## config.mk

```make
export PLATFORM = sky130hd
export DESIGN_NAME = alu_multicycle
export DESIGN_NICKNAME = d
export VERILOG_FILES = /design/src/rtl/alu_multicycle.sv
export SDC_FILE = /design/constraint.sdc
export NUM_CORES = 1
export LEC_CHECK = 0
export CELL_PAD_IN_SITES_DETAIL_PLACEMENT = 1
export CELL_PAD_IN_SITES_GLOBAL_PLACEMENT = 1
export CORE_MARGIN = 2
export CORE_UTILIZATION = 45
export CTS_CLUSTER_SIZE = 14
export DETAILED_ROUTE_END_ITERATION = 10
export PLACE_DENSITY_LB_ADDON = 0.05
export SETUP_SLACK_MARGIN = 0.5
export SYNTH_ARGS = -nofsm -noshare
export SYNTH_HDL_FRONTEND = slang
export SYNTH_SLANG_ARGS = --single-unit
```

## constraint.sdc

```tcl
create_clock -name clk -period 8.75 [get_ports clk]
set_input_delay 1.3125 -clock clk [delete_from_list [all_inputs] [get_ports clk]]
set_output_delay 1.3125 -clock clk [all_outputs]
set_load 0.05 [all_outputs]
```

## src/rtl/alu_multicycle.sv

```systemverilog
// Multi-cycle ALU that sits between the register-file read ports and its write port.
// Add, subtract, logic and move operations take one EXEC cycle; shifts move one bit per cycle.
`ifndef WORD_SIZE
`define WORD_SIZE 8
`endif
`ifndef NUM_REGISTERS
`define NUM_REGISTERS 8
`endif

module alu_multicycle #(
   parameter int WORD_SIZE = `WORD_SIZE,
   parameter int COUNT = `NUM_REGISTERS,
   localparam int IDX_BITS = $clog2(COUNT)
) (
   input  logic                 clk,
   input  logic                 rst,
   input  logic                 start,
   input  logic [3:0]           op,
   input  logic [WORD_SIZE-1:0] a,
   input  logic [WORD_SIZE-1:0] b,
   input  logic [IDX_BITS-1:0]  dst_idx,
   output logic                 busy,
   output logic                 done,
   output logic [WORD_SIZE-1:0] result,
   output logic [IDX_BITS-1:0]  wr_idx,
   output logic                 wr_en,
   output logic [3:0]           flags,
   output logic [1:0]           dbg_state
);

   localparam int CW = $clog2(WORD_SIZE + 1);
   localparam logic [WORD_SIZE:0] WS_W = (WORD_SIZE + 1)'(WORD_SIZE);

   localparam logic [1:0] S_IDLE  = 2'd0;
   localparam logic [1:0] S_EXEC  = 2'd1;
   localparam logic [1:0] S_SHIFT = 2'd2;
   localparam logic [1:0] S_DONE  = 2'd3;

   localparam logic [3:0] OP_ADD = 4'd0;
   localparam logic [3:0] OP_ADC = 4'd1;
   localparam logic [3:0] OP_SUB = 4'd2;
   localparam logic [3:0] OP_AND = 4'd3;
   localparam logic [3:0] OP_OR  = 4'd4;
   localparam logic [3:0] OP_XOR = 4'd5;
   localparam logic [3:0] OP_CMP = 4'd6;
   localparam logic [3:0] OP_MOV = 4'd7;
   localparam logic [3:0] OP_SHL = 4'd8;
   localparam logic [3:0] OP_SHR = 4'd9;

   logic [1:0]           state;
   logic [3:0]           op_q;
   logic [WORD_SIZE-1:0] a_q;
   logic [WORD_SIZE-1:0] b_q;
   logic [IDX_BITS-1:0]  dst_q;
   logic [CW-1:0]        cnt;
   logic                 sh_c;

   logic [CW-1:0]        k_in;
   logic                 is_shift_in;
   logic                 cin;
   logic [WORD_SIZE:0]   sum;
   logic [WORD_SIZE:0]   diff;
   logic [WORD_SIZE-1:0] ex_res;
   logic                 ex_c;
   logic                 ex_v;
   logic                 ex_legal;
   logic                 ex_write;

   // Handshake: start is taken only when busy=0 (IDLE); done is a one-cycle pulse in DONE,
   // and wr_en is that same pulse qualified by the op writing back.
   assign busy      = (state != S_IDLE);
   assign done      = (state == S_DONE);
   assign wr_en     = done && (op_q != OP_CMP) && (op_q <= OP_SHR);
   assign dbg_state = state;

   assign is_shift_in = (op == OP_SHL) || (op == OP_SHR);
   assign k_in        = ({1'b0, b} >= WS_W) ? CW'(WORD_SIZE) : CW'(b);

   always_comb begin
      cin      = (op_q == OP_ADC) ? flags[1] : 1'b0;
      sum      = {1'b0, a_q} + {1'b0, b_q} + {{WORD_SIZE{1'b0}}, cin};
      diff     = {1'b0, a_q} - {1'b0, b_q};
      ex_res   = '0;
      ex_c     = 1'b0;
      ex_v     = 1'b0;
      ex_legal = 1'b1;
      ex_write = 1'b1;
      case (op_q)
         OP_ADD, OP_ADC: begin
            ex_res = sum[WORD_SIZE-1:0];
            ex_c   = sum[WORD_SIZE];
            ex_v   = (a_q[WORD_SIZE-1] == b_q[WORD_SIZE-1]) && (sum[WORD_SIZE-1] != a_q[WORD_SIZE-1]);
         end
         OP_SUB, OP_CMP: begin
            ex_res   = diff[WORD_SIZE-1:0];
            ex_c     = diff[WORD_SIZE];
            ex_v     = (a_q[WORD_SIZE-1] != b_q[WORD_SIZE-1]) && (diff[WORD_SIZE-1] != a_q[WORD_SIZE-1]);
            ex_write = (op_q != OP_CMP);
         end
         OP_AND: ex_res = a_q & b_q;
         OP_OR:  ex_res = a_q | b_q;
         OP_XOR: ex_res = a_q ^ b_q;
         OP_MOV: ex_res = b_q;
         // Only zero-distance shifts reach EXEC; the operand passes through unchanged.
         OP_SHL, OP_SHR: ex_res = a_q;
         default: begin
            ex_legal = 1'b0;
            ex_write = 1'b0;
         end
      endcase
   end

   always_ff @(posedge clk or negedge rst) begin
      if (!rst) begin
         state  <= S_IDLE;
         op_q   <= '0;
         a_q    <= '0;
         b_q    <= '0;
         dst_q  <= '0;
         cnt    <= '0;
         sh_c   <= 1'b0;
         result <= '0;
         wr_idx <= '0;
         flags  <= '0;
      end else begin
         case (state)
            S_IDLE: begin
               if (start) begin
                  op_q  <= op;
                  a_q   <= a;
                  b_q   <= b;
                  dst_q <= dst_idx;
                  cnt   <= k_in;
                  sh_c  <= 1'b0;
                  state <= (is_shift_in && (k_in != '0)) ? S_SHIFT : S_EXEC;
               end
            end
            S_EXEC: begin
               state  <= S_DONE;
               wr_idx <= dst_q;
               if (ex_legal) flags <= {(ex_res == '0), ex_res[WORD_SIZE-1], ex_c, ex_v};
               if (ex_write) result <= ex_res;
            end
            S_SHIFT: begin
               // One extra cycle after the last bit moves so DONE lands k+1 edges after start.
               if (cnt != '0) begin
                  cnt <= cnt - CW'(1);
                  if (op_q == OP_SHL) begin
                     sh_c <= a_q[WORD_SIZE-1];
                     a_q  <= {a_q[WORD_SIZE-2:0], 1'b0};
                  end else begin
                     sh_c <= a_q[0];
                     a_q  <= {1'b0, a_q[WORD_SIZE-1:1]};
                  end
               end else begin
                  state  <= S_DONE;
                  result <= a_q;
                  wr_idx <= dst_q;
                  flags  <= {(a_q == '0), a_q[WORD_SIZE-1], sh_c, 1'b0};
               end
            end
            default: state <= S_IDLE;
         endcase
      end
   end

endmodule

```

### Word-level counts from Yosys, hierarchy flattened

Index checks and enable logic that the tools add are counted.

* reduce and logical (&&, ||, !) cells: 26
* multiplexer cells: 30
* bitwise operators: 3
* $add $sub $neg: 4
* equal/unequal tests: 24
* magnitude comparators: 2

Operators by type and width (count)
* $pmux 8 s7: 1
* $mux 8: 5
* $pmux 8 s2: 2
* $mux 4: 5
* $eq 4x3->1 const B: 4
* $eq 4x4->1 const B: 4
* $logic_not 8->1: 2
* $pmux 4 s2: 2
* $ne 2x2->1 const B: 5
* $reduce_or 10->1: 1
* $add 8x8->9: 1
* $add 9x1->9: 1
* $reduce_and 3->1: 3
* $sub 8x8->9: 1
* $and 8x8->8: 1
* $eq 4x2->1 const B: 2
* $ge 8x4->1 const B: 1
* $or 8x8->8: 1
* $pmux 1 s2: 4
* $reduce_bool 4->1: 2
* $reduce_or 8->1: 1
* $xor 8x8->8: 1
* $mux 2: 3
* $pmux 2 s3: 1
* 18 further kinds: 35

* bits in registers: 45
* bits of input ports: 26
* logic and storage cells: 99

### Longest topological paths before layout

* word-level depth: 8
* gate-level depth with buffers: 12
* depth with buffers taken out: 11

### Worst setup path before layout

OpenSTA, ideal clock, no wires.

* path type: reg2out
* from: register state[1], in the netlist dbg_state[1]
* to: output wr_en
* required time: 7.438 ns
* path buffers: 0
* cell stages (with the launch flop): 3
* arrival: 1.817 ns
* path slack: 5.620 ns
* cell sequence: dfrtp_1 > ha_1 > and3_1

* cells in the longest elaborated chain, start to end: 3

Ends and longest elaborated chain
* start, declared: line 50 `logic [1:0] state;`
* start signal, assigned: line 135 `state <= (is_shift_in && (k_in != '0)) ? S_SHIFT : S_EXEC;`
* $eq 2x2->1: line 72 `assign done = (state == S_DONE);`
* via done: line 23 `output logic done,`
* $logic_and 1x1->1 (2 in a row): line 73 `assign wr_en = done && (op_q != OP_CMP) && (op_q <= OP_SHR);`
* end, declared: line 26 `output logic wr_en,`

The timed path passes the listed nets, and every way through them passes these cells.

### Worst setup path in the final report

* from: register op_q[0]
* to: output wr_en

* cells in the longest elaborated chain, start to end: 3

Ends and longest elaborated chain
* start, declared: line 51 `logic [3:0] op_q;`
* start signal, assigned: line 129 `op_q <= op;`
* parallel branches: the longest is 2 deep, another holds $le 4x4->1
* $logic_and 1x1->1 *: line 73

Every way passes the cells marked *.

==> results.rst <==
.. list-table::
   :header-rows: 1

   * - Metric
     - Value
   * - Status
     - complete, no violations
   * - Max stage delay cell, worst path
     - sky130_fd_sc_hd__dfrtp_1
   * - Delay of the slowest cell on the worst path
     - approximately 0.9 ns
   * - Maximum achievable frequency
     - between 0.2 and 0.3 GHz
   * - Final-report max-slew violation count
     - 0
   * - PnR worst setup slack
     - approximately 4.8 ns
   * - Worst hold slack across all endpoints
     - slightly below 0.5 ns
   * - Final Hold Violating Endpoints
     - 0
   * - DR iter-0 viols
     - between 200 and 300
   * - Synthesized-area fraction occupied by ao, oa, aoi and oai cells
     - 0.228
   * - Global-route congestion overflow total
     - 0
   * - Count of unique library cells instantiated by Yosys
     - 60
   * - Cells along the critical path
     - nor2b_1 -> o21ai_0 -> and3_1 -> clkdlybuf4s50_1
   * - Largest clock skew in the final design
     - roughly 0.015 ns
   * - Synth area leaders
     - sky130_fd_sc_hd__dfrtp_1, sky130_fd_sc_hd__ha_1, sky130_fd_sc_hd__mux2_2
   * - Post-CTS Repair Setup Buffers
     - 0
   * - Global placer's final weighted congestion
     - about 0.91
   * - Crit path max-delay family
     - flip-flops
   * - Synthesis-stage register bit count
     - 45
   * - Clock network latency to the later pin of the worst-skew pair
     - between 0.3 and 0.4 ns
   * - CP Buf/Inv Count
     - 1
   * - Num ports
     - 46
   * - Post-layout minimum cycle time
     - approximately 4.0 ns
   * - Leading cell types in the layout, fill and taps excluded
     - sky130_fd_sc_hd__dfrtp_1, sky130_fd_sc_hd__clkdlybuf4s50_1, sky130_fd_sc_hd__nand2_1
   * - Area growth from synthesis to layout
     - 15.8%
   * - Height of the die
     - 93.5 um
   * - Buffer type at the clock tree root
     - sky130_fd_sc_hd__clkbuf_8
   * - Multi-input gate area
     - 2260 um2
   * - Total nets after synthesis
     - ~470
   * - Post-synthesis instance total
     - ~410
   * - Share of synthesized cell area in full adder, half adder and majority cells
     - 0.117
   * - Number of flops mapped to enable cells by yosys
     - 0
   * - Async set-or-reset flop fraction in the synthesized netlist
     - 1.00
   * - Share of Yosys cell area claimed by the top area cell type
     - 0.312
   * - Area fraction in and, or, nand and nor cells after synthesis
     - 0.163
   * - Area of the die
     - 8740 um2
   * - Final setup violation count
     - 0
   * - Most common cell after layout, fill and taps aside
     - sky130_fd_sc_hd__dfrtp_1
   * - Area of the placeable core
     - 7730 um2
   * - Slew at the pin with the worst max-slew slack
     - between 1 and 1.5 ns
   * - Sequential share of the synthesized area
     - 0.312
   * - Number of fillers in the final layout
     - around 910
   * - NumNets Final
     - 498
   * - Count of vias placed by the detailed router
     - roughly 3200
   * - Crit path arrival time
     - 2.67 ns
   * - Port Buffer Count
     - 45
   * - Horizontal extent of the die
     - slightly above 90 um
   * - ANT nets after route
     - 0
   * - Hold buffers post-CTS
     - 0
   * - Average size of a mapped cell
     - 8.86 um2
   * - Maximum root-to-sink buffer count
     - 2
   * - Netlist Area Pre-Place
     - around 3600 um2
   * - TritonCTS clock tree
     - built
   * - Relative slew slack
     - 0.293
   * - Top cell type by total area after synthesis
     - sky130_fd_sc_hd__dfrtp_1
   * - Fraction of final layout cells sized beyond drive strength 1
     - 0.107
   * - Routed WL
     - 10900 um
   * - Number of buffers created by CTS
     - 5
   * - Classification of the worst-slack hold path
     - reg -> reg
   * - Maximum number of pins on one net before global-route repair
     - 46
   * - Number of remaining DRC errors
     - 0
   * - Clock-pin slew of the registers on the worst-case setup and hold paths
     - 0.10 ns
   * - Startpoint type of the worst setup path
     - register
   * - Reg area
     - around 1100 um2
   * - Kind of critical path
     - reg -> out
   * - Dominant combinational cell family by area after synthesis
     - compound AO/OA/AOI/OAI gates
   * - Unrepaired setup endpoints after global routing
     - no
   * - Htree depth
     - 2
   * - Highest fanout seen on the critical path
     - 25
   * - TNS Setup
     - 0 ns
   * - Drt pass-1 iters
     - 4
   * - Number of clock sinks
     - 45
   * - Number of antenna violations at the first check in global routing
     - 0
   * - Required time of the critical path
     - around 7.4 ns
   * - Number of warning messages in the yosys log
     - 0
   * - Per-cell routed wire length
     - roughly 20 um
   * - Global router's overall resource usage
     - 0.266
   * - Number of maximum-capacitance constraint violations
     - 0
   * - Portion of netlist area occupied by mux cells
     - 0.105
   * - Dominant register cell in the synthesized netlist
     - sky130_fd_sc_hd__dfrtp_1
   * - Crit share post-route
     - 0.455
   * - Floorplan row count
     - 32
   * - Wire length of the first global-routing pass
     - approximately 18000 um
   * - Routed via count divided by cell count
     - just under 6
   * - Share of the synthesized netlist area taken by xor and xnor gates
     - 0.0146
   * - Count of inserted antenna diode cells
     - 0
   * - Resized Gates After CTS
     - 0
   * - Setup Slack @ Placement
     - roughly 4.9 ns
   * - Effective utilization at floorplan
     - 0.466
   * - HPWL after detailed placement
     - 8160 um
   * - Critical Path Sink Type
     - output port
   * - Number of global-route vias before repair
     - between 3000 and 4000
==> layout make-up <==
type,count,area share
multi-input cells,311,0.543
flip-flops and latches,45,0.270
repair buffers,45,0.107
well taps,102,0.0306
inverters,32,0.0288
clock buffers,5,0.0165
clock inverters,3,0.00510
==> state kept, by name (all words and copies together), names as in the netlist <==
name / flops
a_q: 8
b_q: 8
result: 8
cnt: 4
flags: 4
op_q: 4
dst_q: 3
wr_idx: 3
dbg_state: 2
sh_c: 1
==> final timing paths <==
path                             endpoint  cells after the start  slack, ns  startpoint
min in group asynchronous        flags[1]                      1       1.17         rst
worst max register to register  result[4]                     10       4.85     op_q[0]
worst max-delay path                wr_en                      4       4.77     op_q[0]
max in group asynchronous          b_q[4]                      1       6.90         rst
worst min register to register   flags[2]                      2       0.49    flags[2]
worst min-delay path             flags[2]                      2       0.49    flags[2]
==> routing by layer <==
metal  wire length (um)  global-route usage  vias to the layer above
li1                   -                   -                     1519
met1               5000               0.370                     1578
met2               5250               0.435                       97
met3                419              0.0306                       14
met4                192              0.0760                        0
met5                  0                   0                        -
==> through the flow <==
stage	utilization	instance area (um2)	instances
global route	0.540	4170	543
CTS	0.540	4170	543
detailed placement	0.528	4080	535
global placement	0.528	4080	535
finish	0.540	4170	543
floorplan	-	3600	407
==> cell usage after synthesis (all sizes together) (3+ instances only) <==
cell type	number
a21oi	26
clkbuf	9
nor3	10
nand2b	7
ha	29
nor4	4
buf	10
o22ai	6
mux2i	12
o221ai	4
dfrtp	45
a31oi	5
o21ai	33
inv	32
o21bai	3
o31ai	7
fa	3
mux2	23
or2	4
a211oi	8
nand2	40
a32oi	3
a21o	4
a221o	3
xnor2	4
nand3	6
nor2b	9
nor2	29
==> logic make-up after synthesis <==
logic type / after synthesis
AOI/OAI and AO/OA: 120
buffers and inverters: 51
xor gates and xnor gates: 6
adders and majority gates: 32
DFF: 45
and+or+nand+nor: 118
muxes: 35
==> tightest hold or removal path, cell delays in order, from the launching register on <==
cell and delay (ns):
sky130_fd_sc_hd__dfrtp_1 0.36, sky130_fd_sc_hd__nand2_1 0.05, sky130_fd_sc_hd__o31ai_1 0.05
Power is left out: the tool's default activity adds up to more than one toggle a clock period on the data nets, which glitch-free logic cannot reach.
